## src/rtl/cgra_input_streamer_if.sv

```systemverilog
// cgra_input_streamer_if: in-order read request/response port between the streamer (master) and the bus adapter (slave)
interface cgra_input_streamer_if #(
  parameter int ADDR_WIDTH = 32,
  parameter int DATA_WIDTH = 32
);
  logic                  req_valid, req_ready, rsp_valid, rsp_ready, rsp_err;
  logic [ADDR_WIDTH-1:0] req_addr;
  logic [DATA_WIDTH-1:0] rsp_data;
  modport master (output req_valid, req_addr, rsp_ready, input req_ready, rsp_valid, rsp_data, rsp_err);
  modport slave  (input req_valid, req_addr, rsp_ready, output req_ready, rsp_valid, rsp_data, rsp_err);
endinterface

```

## src/rtl/cgra_input_streamer.sv

```systemverilog
// cgra_input_streamer: strided multi-channel memory fetch into per-channel FIFOs feeding CGRA input nodes.
// Define STREAMER_PERF_COUNTERS_EN to build the saturating request-stall counter on stall_cycles_o.
module cgra_input_streamer #(
  parameter int NUM_CHANNELS    = 4,
  parameter int ADDR_WIDTH      = 32,
  parameter int DATA_WIDTH      = 32,
  parameter int SIZE_WIDTH      = 16,
  parameter int FIFO_DEPTH      = 4,
  parameter int MAX_OUTSTANDING = 8
) (
  input  logic                               clk_i,
  input  logic                               rst_i,
  input  logic                               start_i,
  input  logic [NUM_CHANNELS*ADDR_WIDTH-1:0] base_addr_i,
  input  logic [NUM_CHANNELS*SIZE_WIDTH-1:0] size_i,
  input  logic [NUM_CHANNELS*SIZE_WIDTH-1:0] stride_i,
  output logic                               busy_o,
  output logic                               done_o,
  output logic                               error_o,
  cgra_input_streamer_if.master              rd,
  output logic [NUM_CHANNELS*DATA_WIDTH-1:0] data_o,
  output logic [NUM_CHANNELS-1:0]            data_valid_o,
  input  logic [NUM_CHANNELS-1:0]            data_ready_i,
  output logic [31:0]                        stall_cycles_o
);
  localparam int CW  = NUM_CHANNELS > 1 ? $clog2(NUM_CHANNELS) : 1;
  localparam int FW  = $clog2(FIFO_DEPTH);
  localparam int FCW = FW + 1;
  localparam int TW  = MAX_OUTSTANDING > 1 ? $clog2(MAX_OUTSTANDING) : 1;
  localparam int TCW = TW + 1;
  localparam logic [FCW:0]   DEPTH_C = (FCW+1)'(FIFO_DEPTH);
  localparam logic [TCW-1:0] MAXO_C  = TCW'(MAX_OUTSTANDING);

  typedef enum logic [1:0] {IDLE, RUN, DONE} state_t;
  state_t state_q, state_d;

  logic [SIZE_WIDTH-1:0] size_q [NUM_CHANNELS], size_d [NUM_CHANNELS];
  logic [SIZE_WIDTH-1:0] stride_q [NUM_CHANNELS], stride_d [NUM_CHANNELS];
  logic [SIZE_WIDTH-1:0] issued_q [NUM_CHANNELS], issued_d [NUM_CHANNELS];
  logic [ADDR_WIDTH-1:0] addr_q [NUM_CHANNELS], addr_d [NUM_CHANNELS];
  logic [FCW-1:0]        infl_q [NUM_CHANNELS], infl_d [NUM_CHANNELS];
  logic [FCW-1:0]        fcnt_q [NUM_CHANNELS], fcnt_d [NUM_CHANNELS];
  logic [FW-1:0]         frp_q [NUM_CHANNELS], frp_d [NUM_CHANNELS];
  logic [FW-1:0]         fwp_q [NUM_CHANNELS], fwp_d [NUM_CHANNELS];
  logic [DATA_WIDTH-1:0] mem_q [NUM_CHANNELS][FIFO_DEPTH];
  logic [CW-1:0]         tag_q [2**TW];
  logic [TW-1:0]         trp_q, trp_d, twp_q, twp_d;
  logic [TCW-1:0]        tcnt_q, tcnt_d;
  logic [CW-1:0]         rr_q, rr_d, hold_ch_q, hold_ch_d, grant, rsp_ch;
  logic                  hold_q, hold_d, error_q, error_d;
  logic                  req_valid, fire, rsp_fire, all_done;
  logic [NUM_CHANNELS-1:0] elig, iss, push, pop;

  function automatic logic [CW-1:0] wrap(input int v);
    return CW'(v >= NUM_CHANNELS ? v - NUM_CHANNELS : v);
  endfunction

  // Credit rule: a channel only asks for words its FIFO is guaranteed to hold.
  always_comb begin
    elig = '0;
    for (int c = 0; c < NUM_CHANNELS; c++)
      elig[c] = state_q == RUN && issued_q[c] < size_q[c] && tcnt_q < MAXO_C &&
                ({1'b0, fcnt_q[c]} + {1'b0, infl_q[c]}) < DEPTH_C;
  end

  // A stalled request keeps its channel; otherwise search starts after the last grant.
  always_comb begin
    grant = hold_ch_q;
    req_valid = hold_q;
    for (int i = 0; i < NUM_CHANNELS; i++)
      if (!req_valid && elig[wrap(int'(rr_q) + i)]) begin
        grant = wrap(int'(rr_q) + i);
        req_valid = 1'b1;
      end
  end

  assign fire     = req_valid && rd.req_ready;
  assign rsp_fire = rd.rsp_valid && rd.rsp_ready;
  assign rsp_ch   = tag_q[trp_q];

  always_comb begin
    size_d = size_q;
    stride_d = stride_q;
    issued_d = issued_q;
    addr_d = addr_q;
    infl_d = infl_q;
    fcnt_d = fcnt_q;
    frp_d = frp_q;
    fwp_d = fwp_q;
    iss = '0;
    push = '0;
    pop = '0;
    twp_d = twp_q + TW'(fire);
    trp_d = trp_q + TW'(rsp_fire);
    tcnt_d = tcnt_q + TCW'(fire) - TCW'(rsp_fire);
    rr_d = fire ? wrap(int'(grant) + 1) : rr_q;
    hold_d = req_valid && !rd.req_ready;
    hold_ch_d = grant;
    error_d = (state_q == IDLE && start_i) ? 1'b0 : error_q | (rsp_fire && rd.rsp_err);
    for (int c = 0; c < NUM_CHANNELS; c++) begin
      iss[c] = fire && grant == CW'(c);
      push[c] = rsp_fire && rsp_ch == CW'(c);
      pop[c] = data_valid_o[c] && data_ready_i[c];
      fcnt_d[c] = fcnt_q[c] + FCW'(push[c]) - FCW'(pop[c]);
      frp_d[c] = frp_q[c] + FW'(pop[c]);
      fwp_d[c] = fwp_q[c] + FW'(push[c]);
      infl_d[c] = infl_q[c] + FCW'(iss[c]) - FCW'(push[c]);
      issued_d[c] = issued_q[c] + SIZE_WIDTH'(iss[c]);
      addr_d[c] = iss[c] ? addr_q[c] + ADDR_WIDTH'(stride_q[c]) : addr_q[c];
      if (state_q == IDLE && start_i) begin
        size_d[c] = size_i[c*SIZE_WIDTH +: SIZE_WIDTH];
        stride_d[c] = stride_i[c*SIZE_WIDTH +: SIZE_WIDTH];
        addr_d[c] = base_addr_i[c*ADDR_WIDTH +: ADDR_WIDTH];
        issued_d[c] = '0;
      end
    end
    // Completion looks at next-cycle counts so done_o follows the last pop by one cycle.
    all_done = tcnt_d == '0;
    for (int c = 0; c < NUM_CHANNELS; c++)
      all_done = all_done && issued_d[c] == size_q[c] && fcnt_d[c] == '0;
  end

  always_ff @(posedge clk_i or posedge rst_i)
    if (rst_i) state_q <= IDLE;
    else state_q <= state_d;

  always_comb
    state_d = state_q == IDLE ? (start_i ? RUN : IDLE) :
              state_q == RUN  ? (all_done ? DONE : RUN) : IDLE;

  always_comb begin
    busy_o = state_q != IDLE;
    done_o = state_q == DONE;
    error_o = error_q;
    rd.req_valid = req_valid;
    rd.req_addr = req_valid ? addr_q[grant] : '0;
    rd.rsp_ready = tcnt_q != '0;
    data_valid_o = '0;
    data_o = '0;
    for (int c = 0; c < NUM_CHANNELS; c++) begin
      data_valid_o[c] = fcnt_q[c] != '0;
      data_o[c*DATA_WIDTH +: DATA_WIDTH] = data_valid_o[c] ? mem_q[c][frp_q[c]] : '0;
    end
  end

  always_ff @(posedge clk_i or posedge rst_i)
    if (rst_i) begin
      size_q <= '{default: '0};
      stride_q <= '{default: '0};
      issued_q <= '{default: '0};
      addr_q <= '{default: '0};
      infl_q <= '{default: '0};
      fcnt_q <= '{default: '0};
      frp_q <= '{default: '0};
      fwp_q <= '{default: '0};
      trp_q <= '0;
      twp_q <= '0;
      tcnt_q <= '0;
      rr_q <= '0;
      hold_q <= 1'b0;
      hold_ch_q <= '0;
      error_q <= 1'b0;
    end else begin
      size_q <= size_d;
      stride_q <= stride_d;
      issued_q <= issued_d;
      addr_q <= addr_d;
      infl_q <= infl_d;
      fcnt_q <= fcnt_d;
      frp_q <= frp_d;
      fwp_q <= fwp_d;
      trp_q <= trp_d;
      twp_q <= twp_d;
      tcnt_q <= tcnt_d;
      rr_q <= rr_d;
      hold_q <= hold_d;
      hold_ch_q <= hold_ch_d;
      error_q <= error_d;
    end

  always_ff @(posedge clk_i) begin
    if (fire) tag_q[twp_q] <= grant;
    if (rsp_fire) mem_q[rsp_ch][fwp_q[rsp_ch]] <= rd.rsp_data;
  end

`ifdef STREAMER_PERF_COUNTERS_EN
  logic [31:0] stall_q, stall_d;
  always_comb
    stall_d = (state_q == IDLE && start_i) ? '0 :
              (state_q == RUN && req_valid && !rd.req_ready && stall_q != '1) ? stall_q + 32'd1 : stall_q;
  always_ff @(posedge clk_i or posedge rst_i)
    if (rst_i) stall_q <= '0;
    else stall_q <= stall_d;
  assign stall_cycles_o = stall_q;
`else
  assign stall_cycles_o = '0;
`endif
endmodule

```

## src/flat_wrapper.sv

```systemverilog
// flat-port wrapper written by rule: the top's interface ports become plain ports
module cgra_input_streamer_flat 
#(
  parameter int NUM_CHANNELS    = 4,
  parameter int ADDR_WIDTH      = 32,
  parameter int DATA_WIDTH      = 32,
  parameter int SIZE_WIDTH      = 16,
  parameter int FIFO_DEPTH      = 4,
  parameter int MAX_OUTSTANDING = 8
)
  (clk_i, rst_i, start_i, base_addr_i, size_i, stride_i, busy_o, done_o, error_o, data_o, data_valid_o, data_ready_i, stall_cycles_o, rd_req_valid, rd_req_addr, rd_rsp_ready, rd_req_ready, rd_rsp_valid, rd_rsp_data, rd_rsp_err);
  cgra_input_streamer_if #(.ADDR_WIDTH(ADDR_WIDTH), .DATA_WIDTH(DATA_WIDTH)) rd_i ();
  input  logic clk_i;
  input  logic rst_i;
  input  logic start_i;
  input  logic [NUM_CHANNELS*ADDR_WIDTH-1:0] base_addr_i;
  input  logic [NUM_CHANNELS*SIZE_WIDTH-1:0] size_i;
  input  logic [NUM_CHANNELS*SIZE_WIDTH-1:0] stride_i;
  output logic busy_o;
  output logic done_o;
  output logic error_o;
  output logic [NUM_CHANNELS*DATA_WIDTH-1:0] data_o;
  output logic [NUM_CHANNELS-1:0] data_valid_o;
  input  logic [NUM_CHANNELS-1:0] data_ready_i;
  output logic [31:0] stall_cycles_o;
  output wire logic [$bits(rd_i.req_valid)-1:0] rd_req_valid;
  output wire logic [$bits(rd_i.req_addr)-1:0] rd_req_addr;
  output wire logic [$bits(rd_i.rsp_ready)-1:0] rd_rsp_ready;
  input wire logic [$bits(rd_i.req_ready)-1:0] rd_req_ready;
  input wire logic [$bits(rd_i.rsp_valid)-1:0] rd_rsp_valid;
  input wire logic [$bits(rd_i.rsp_data)-1:0] rd_rsp_data;
  input wire logic [$bits(rd_i.rsp_err)-1:0] rd_rsp_err;
  assign rd_req_valid = rd_i.req_valid;
  assign rd_req_addr = rd_i.req_addr;
  assign rd_rsp_ready = rd_i.rsp_ready;
  assign rd_i.req_ready = rd_req_ready;
  assign rd_i.rsp_valid = rd_rsp_valid;
  assign rd_i.rsp_data = rd_rsp_data;
  assign rd_i.rsp_err = rd_rsp_err;
  cgra_input_streamer #(.NUM_CHANNELS(NUM_CHANNELS), .ADDR_WIDTH(ADDR_WIDTH), .DATA_WIDTH(DATA_WIDTH), .SIZE_WIDTH(SIZE_WIDTH), .FIFO_DEPTH(FIFO_DEPTH), .MAX_OUTSTANDING(MAX_OUTSTANDING)) u_core (.clk_i(clk_i), .rst_i(rst_i), .start_i(start_i), .base_addr_i(base_addr_i), .size_i(size_i), .stride_i(stride_i), .busy_o(busy_o), .done_o(done_o), .error_o(error_o), .rd(rd_i), .data_o(data_o), .data_valid_o(data_valid_o), .data_ready_i(data_ready_i), .stall_cycles_o(stall_cycles_o));
endmodule
```

## config.mk

```make
export PLATFORM = sky130hd
export DESIGN_NAME = cgra_input_streamer_flat
export DESIGN_NICKNAME = d
export VERILOG_FILES = /design/src/rtl/cgra_input_streamer_if.sv /design/src/rtl/cgra_input_streamer.sv /design/src/flat_wrapper.sv
export SDC_FILE = /design/constraint.sdc
export NUM_CORES = 2
export LEC_CHECK = 0
export CAP_MARGIN = 25
export CORE_UTILIZATION = 40
export DETAILED_ROUTE_END_ITERATION = 12
export MAX_ROUTING_LAYER = met4
export PLACE_DENSITY = 0.6
export SYNTH_ARGS = -nofsm -noshare
export SYNTH_HDL_FRONTEND = slang
export SYNTH_SLANG_ARGS = --single-unit
```

## constraint.sdc

```tcl
create_clock -name clk_i -period 30.6 [get_ports clk_i]
set_input_delay 6.12 -clock clk_i [delete_from_list [all_inputs] [get_ports clk_i]]
set_output_delay 6.12 -clock clk_i [all_outputs]
set_load 0.02 [all_outputs]
```

==> key figures <==
Timing
  – Worst Max-Slew Pin Slew: 1.01 ns
  – Hold slack final: 0.455 ns
  – Worst slew margin: 32.0%
  – Post-route setup TNS: 0 ns
  – Clock skew: 0.0456 ns
  – RSZ-0062 raised after global routing: false
  – Final Hold Viols: 0
  – Crit path time final: 11.86 ns
  – Final Cycle Share: 38.8%
  – Slew Limit Fails: 0
  – Final Setup Violations: 0
  – Peak Freq: 84.3 MHz

Yosys
  – Syn Area/Cell: 12.4 sq um
  – Register area share after synthesis: 58.3%
  – Leading area contributor after synthesis: edfxtp_1
  – Synth top area share: 36.5%
  – Mapped Area: 43,500 sq um
  – Ys Warns: 0
  – Most used DFF post-synth: edfxtp_1
  – Seq cells post-synth: 906
  – Top post-synthesis cells by area: edfxtp_1 (36%), dfrtp_1 (22%), mux4_2 (6.8%)
  – Distinct cells, synth: 87
  – Post-synth EDFFs: 528
  – Syn Inst Count: 3,496
  – Asr flop ratio synth: 41.7%

Power and ir drop
  – PD cells: 105 nW/um^2
  – Peak VDD IR: 0.0000795 V
  – Leakage: 20.7 nW

Die
  – Initial Util: 40.5%
  – Die width: 332 microns
  – Ports: 499
  – Core area: 107,000 sq um
  – Die Ht: 332 microns
  – Row cnt: 120
  – Die area: 110,000 sq um

Place
  – I/O Buffers: 466
  – Hpwl dp: 87.1 mm
  – Gpl congestion: 0.913
  – Placed Instance Area: 49,700 sq um

CTS
  – Hold buffer count at cts: 0
  – CTS HTree Levels: 3
  – Clock sink count: 906
  – Clock Path Buffers: 3
  – Post-CTS Setup Bufs: 0
  – Clk_lat worst skew: 0.71 ns
  – Root Driver: clkbuf_16
  – Post_cts resized: 0
  – CTS clk-pin slew, worst paths: 0.06 ns
  – CTS tree: built
  – Num CTS Buffers: 98

Setup path
  – Worst setup startpoint: u_core.issued_q[49]
  – CP max-delay cell: o31ai_1
  – Worst Path Arrival: 5.74 ns
  – Reg2reg start: u_core.issued_q[49]
  – CP most frequent cell: o21ai_0
  – Slowest stage delay, CP: 0.72 ns
  – Critical Path Sink Type: output pin
  – Delay-heaviest family, CP: compound AO/OA/AOI/OAI gates
  – Crit start category: flip-flop
  – Req. time, crit path: 24.48 ns
  – CP bufs+invs: 2
  – Crit Path Category: flip-flop to output pin
  – Crit-path max FO: 39
  – Critical-path cell list: ha_1, nand2_1, o21ai_0, a31oi_1, o31ai_1, o21ai_1, o21ai_0, a21bo_4, buf_4, mux2i_1, o22ai_1, clkdlybuf4s50_1

Final layout
  – Ratio of cells with drive above 1 in the final layout: 10.2%
  – Fillers: 9,445
  – Syn-to-layout area delta: 22.2%
  – Multi-input gate area: 17,000 sq um
  – Fin area: 53,100 sq um
  – Final #Nets: 4,460
  – FF+latch area: 25,300 sq um

Route
  – Overall routed net length: 127 mm
  – Antenna Nets Post-Route: 0
  – Drt via density: 5.36
  – DR iter-0 viols: 2,122
  – Residual DRC: 0
  – DRT Pass-1 Iters: 5
  – Wire length per cell: 23.2 microns
  – Via count: 29,300

Hold path
  – Worst Hold Class: flip-flop to flip-flop
  – Hold path start: u_core.fwp_q[1]

Job
  – Total of max-cap violations: 0

GRT
  – Largest net degree at the start of global routing: 212
  – First-pass GRT wire length: 189 mm
  – Tot GR Track Use: 23.7%
  – Initial antenna violation count: 16
  – Remaining global-route overflow: 0
  – Vias in the first global route: 29,500

Run status
  – Outcome: complete, no violations
## path summary, 6_finish.rpt
| path | to | slack [ns] | depth (start not counted) |
|---|---|---|---|
| setup / recovery | rd_req_addr[31] | 18.74 | 12 |
| hold / removal | u_core.fwp_q[1] | 0.46 | 1 |
| setup reg to reg | u_core.state_q[0] | 23.14 | 24 |
| hold reg to reg | u_core.fwp_q[1] | 0.46 | 1 |
| max in group asynchronous | u_core.addr_q[28] | 23.21 | 3 |
| min in group asynchronous | u_core.issued_q[30] | 5.93 | 2 |
## metal layers
metal / vias to the layer above / part of all wire, % / global-route usage (%)
met5: - / 0 / -
met4: 0 / 3.5 / 8.50
met3: 183 / 6.4 / 4.83
met2: 886 / 48 / 37.9
met1: 14800 / 42 / 29.9
li1: 13500 / - / -
## cell usage in the layout, fill, tap and decap left out, drive strengths merged, types with 53 or more instances in the layout
master | netlist | final
clkbuf | 106 | 129
mux4 | 132 | 132
nor3 | 53 | 53
inv | 166 | 168
a21oi | 129 | 129
mux2i | 81 | 81
nor2b | 152 | 152
nor2 | 215 | 215
edfxtp | 528 | 528
nand3 | 71 | 71
ha | 177 | 177
xnor2 | 150 | 150
dfrtp | 378 | 378
clkdlybuf4s50 | 0 | 466
xor2 | 86 | 86
nand2 | 447 | 447
o21ai | 225 | 225
## power breakdown
group	internal [W]	switching, W	total [W]
clock network	0.000692	0.000513	0.00121
logic	0.00110	0.00151	0.00261
registers	0.00160	0.000166	0.00177
total	0.00340	0.00219	0.00559
## registers in the layout (all words and copies together), names as in the netlist
| signal | count |
|---|---|
| u_core.size_q | 64 |
| u_core.fcnt_q | 12 |
| u_core.error_o | 1 |
| u_core.frp_q | 8 |
| u_core.stride_q | 64 |
| u_core.rr_q | 2 |
| u_core.addr_q | 128 |
| u_core.issued_q | 64 |
| u_core.state_q | 2 |
| u_core.mem_q | 512 |
| u_core.trp_q | 3 |
| u_core.twp_q | 3 |
| u_core.hold_ch_q | 2 |
| u_core.hold_q | 1 |
| u_core.tcnt_q | 4 |
| u_core.infl_q | 12 |
| u_core.tag_q | 16 |
| u_core.fwp_q | 8 |
## synthesized netlist by cell type (9+ instances only)
| cell | n |
|---|---|
| and3_1 | 26 |
| a31oi_1 | 9 |
| nor2_1 | 213 |
| a21oi_1 | 129 |
| nand3_1 | 71 |
| nor2b_1 | 152 |
| nand2b_1 | 14 |
| a21o_1 | 19 |
| clkbuf_1 | 106 |
| xor2_1 | 86 |
| edfxtp_1 | 528 |
| o22ai_2 | 30 |
| a211oi_1 | 16 |
| or3_1 | 22 |
| buf_4 | 33 |
| ha_1 | 177 |
| mux2i_1 | 81 |
| mux4_2 | 132 |
| xnor2_1 | 150 |
| buf_1 | 15 |
| dfrtp_1 | 378 |
| nor3_1 | 53 |
| nand2_1 | 445 |
| and2_1 | 11 |
| nor4_1 | 20 |
| nand4_1 | 32 |
| o21ai_0 | 219 |
| o21a_1 | 13 |
| fa_1 | 13 |
| inv_1 | 163 |
| buf_2 | 11 |
## cell families after synthesis
group | Yosys count | share of synthesized area [%]
simple gates | 1098 | 11.8
mux | 214 | 8.73
other cells | 1 | 0.00863
fa+ha+maj | 190 | 5.70
buf+inv | 334 | 3.26
flops | 906 | 58.3
compound gates | 517 | 7.45
xor+xnor | 236 | 4.76
## stage by stage
| stage | util [%] | setup slack [ns] | power [W] | instances |
|---|---|---|---|---|
| 2_1_floorplan | - | 13.98 | 0.00337 | 3527 |
| 3_3_place_gp | 46.3 | 19.38 | 0.00437 | 5272 |
| 3_5_place_dp | 46.3 | 19.24 | 0.00439 | 5272 |
| 4_1_cts | 49.4 | 18.47 | 0.00561 | 5455 |
| 5_1_grt | 49.5 | 18.50 | 0.00588 | 5473 |
| 6_report | 49.5 | 18.74 | 0.00559 | 5474 |
## cell type report
cell class                      count  area share [%]
Antenna cell                       16          0.0754
Tap cell                         1403            3.31
Timing Repair Buffer              513            9.56
Clock buffer                      129            5.07
Sequential cell                   906            47.7
Inverter                          166            1.19
Clock inverter                     54            1.13
Multi-Input combinational cell   2287            32.0
Note: power is estimated with default switching activity, not from simulation.
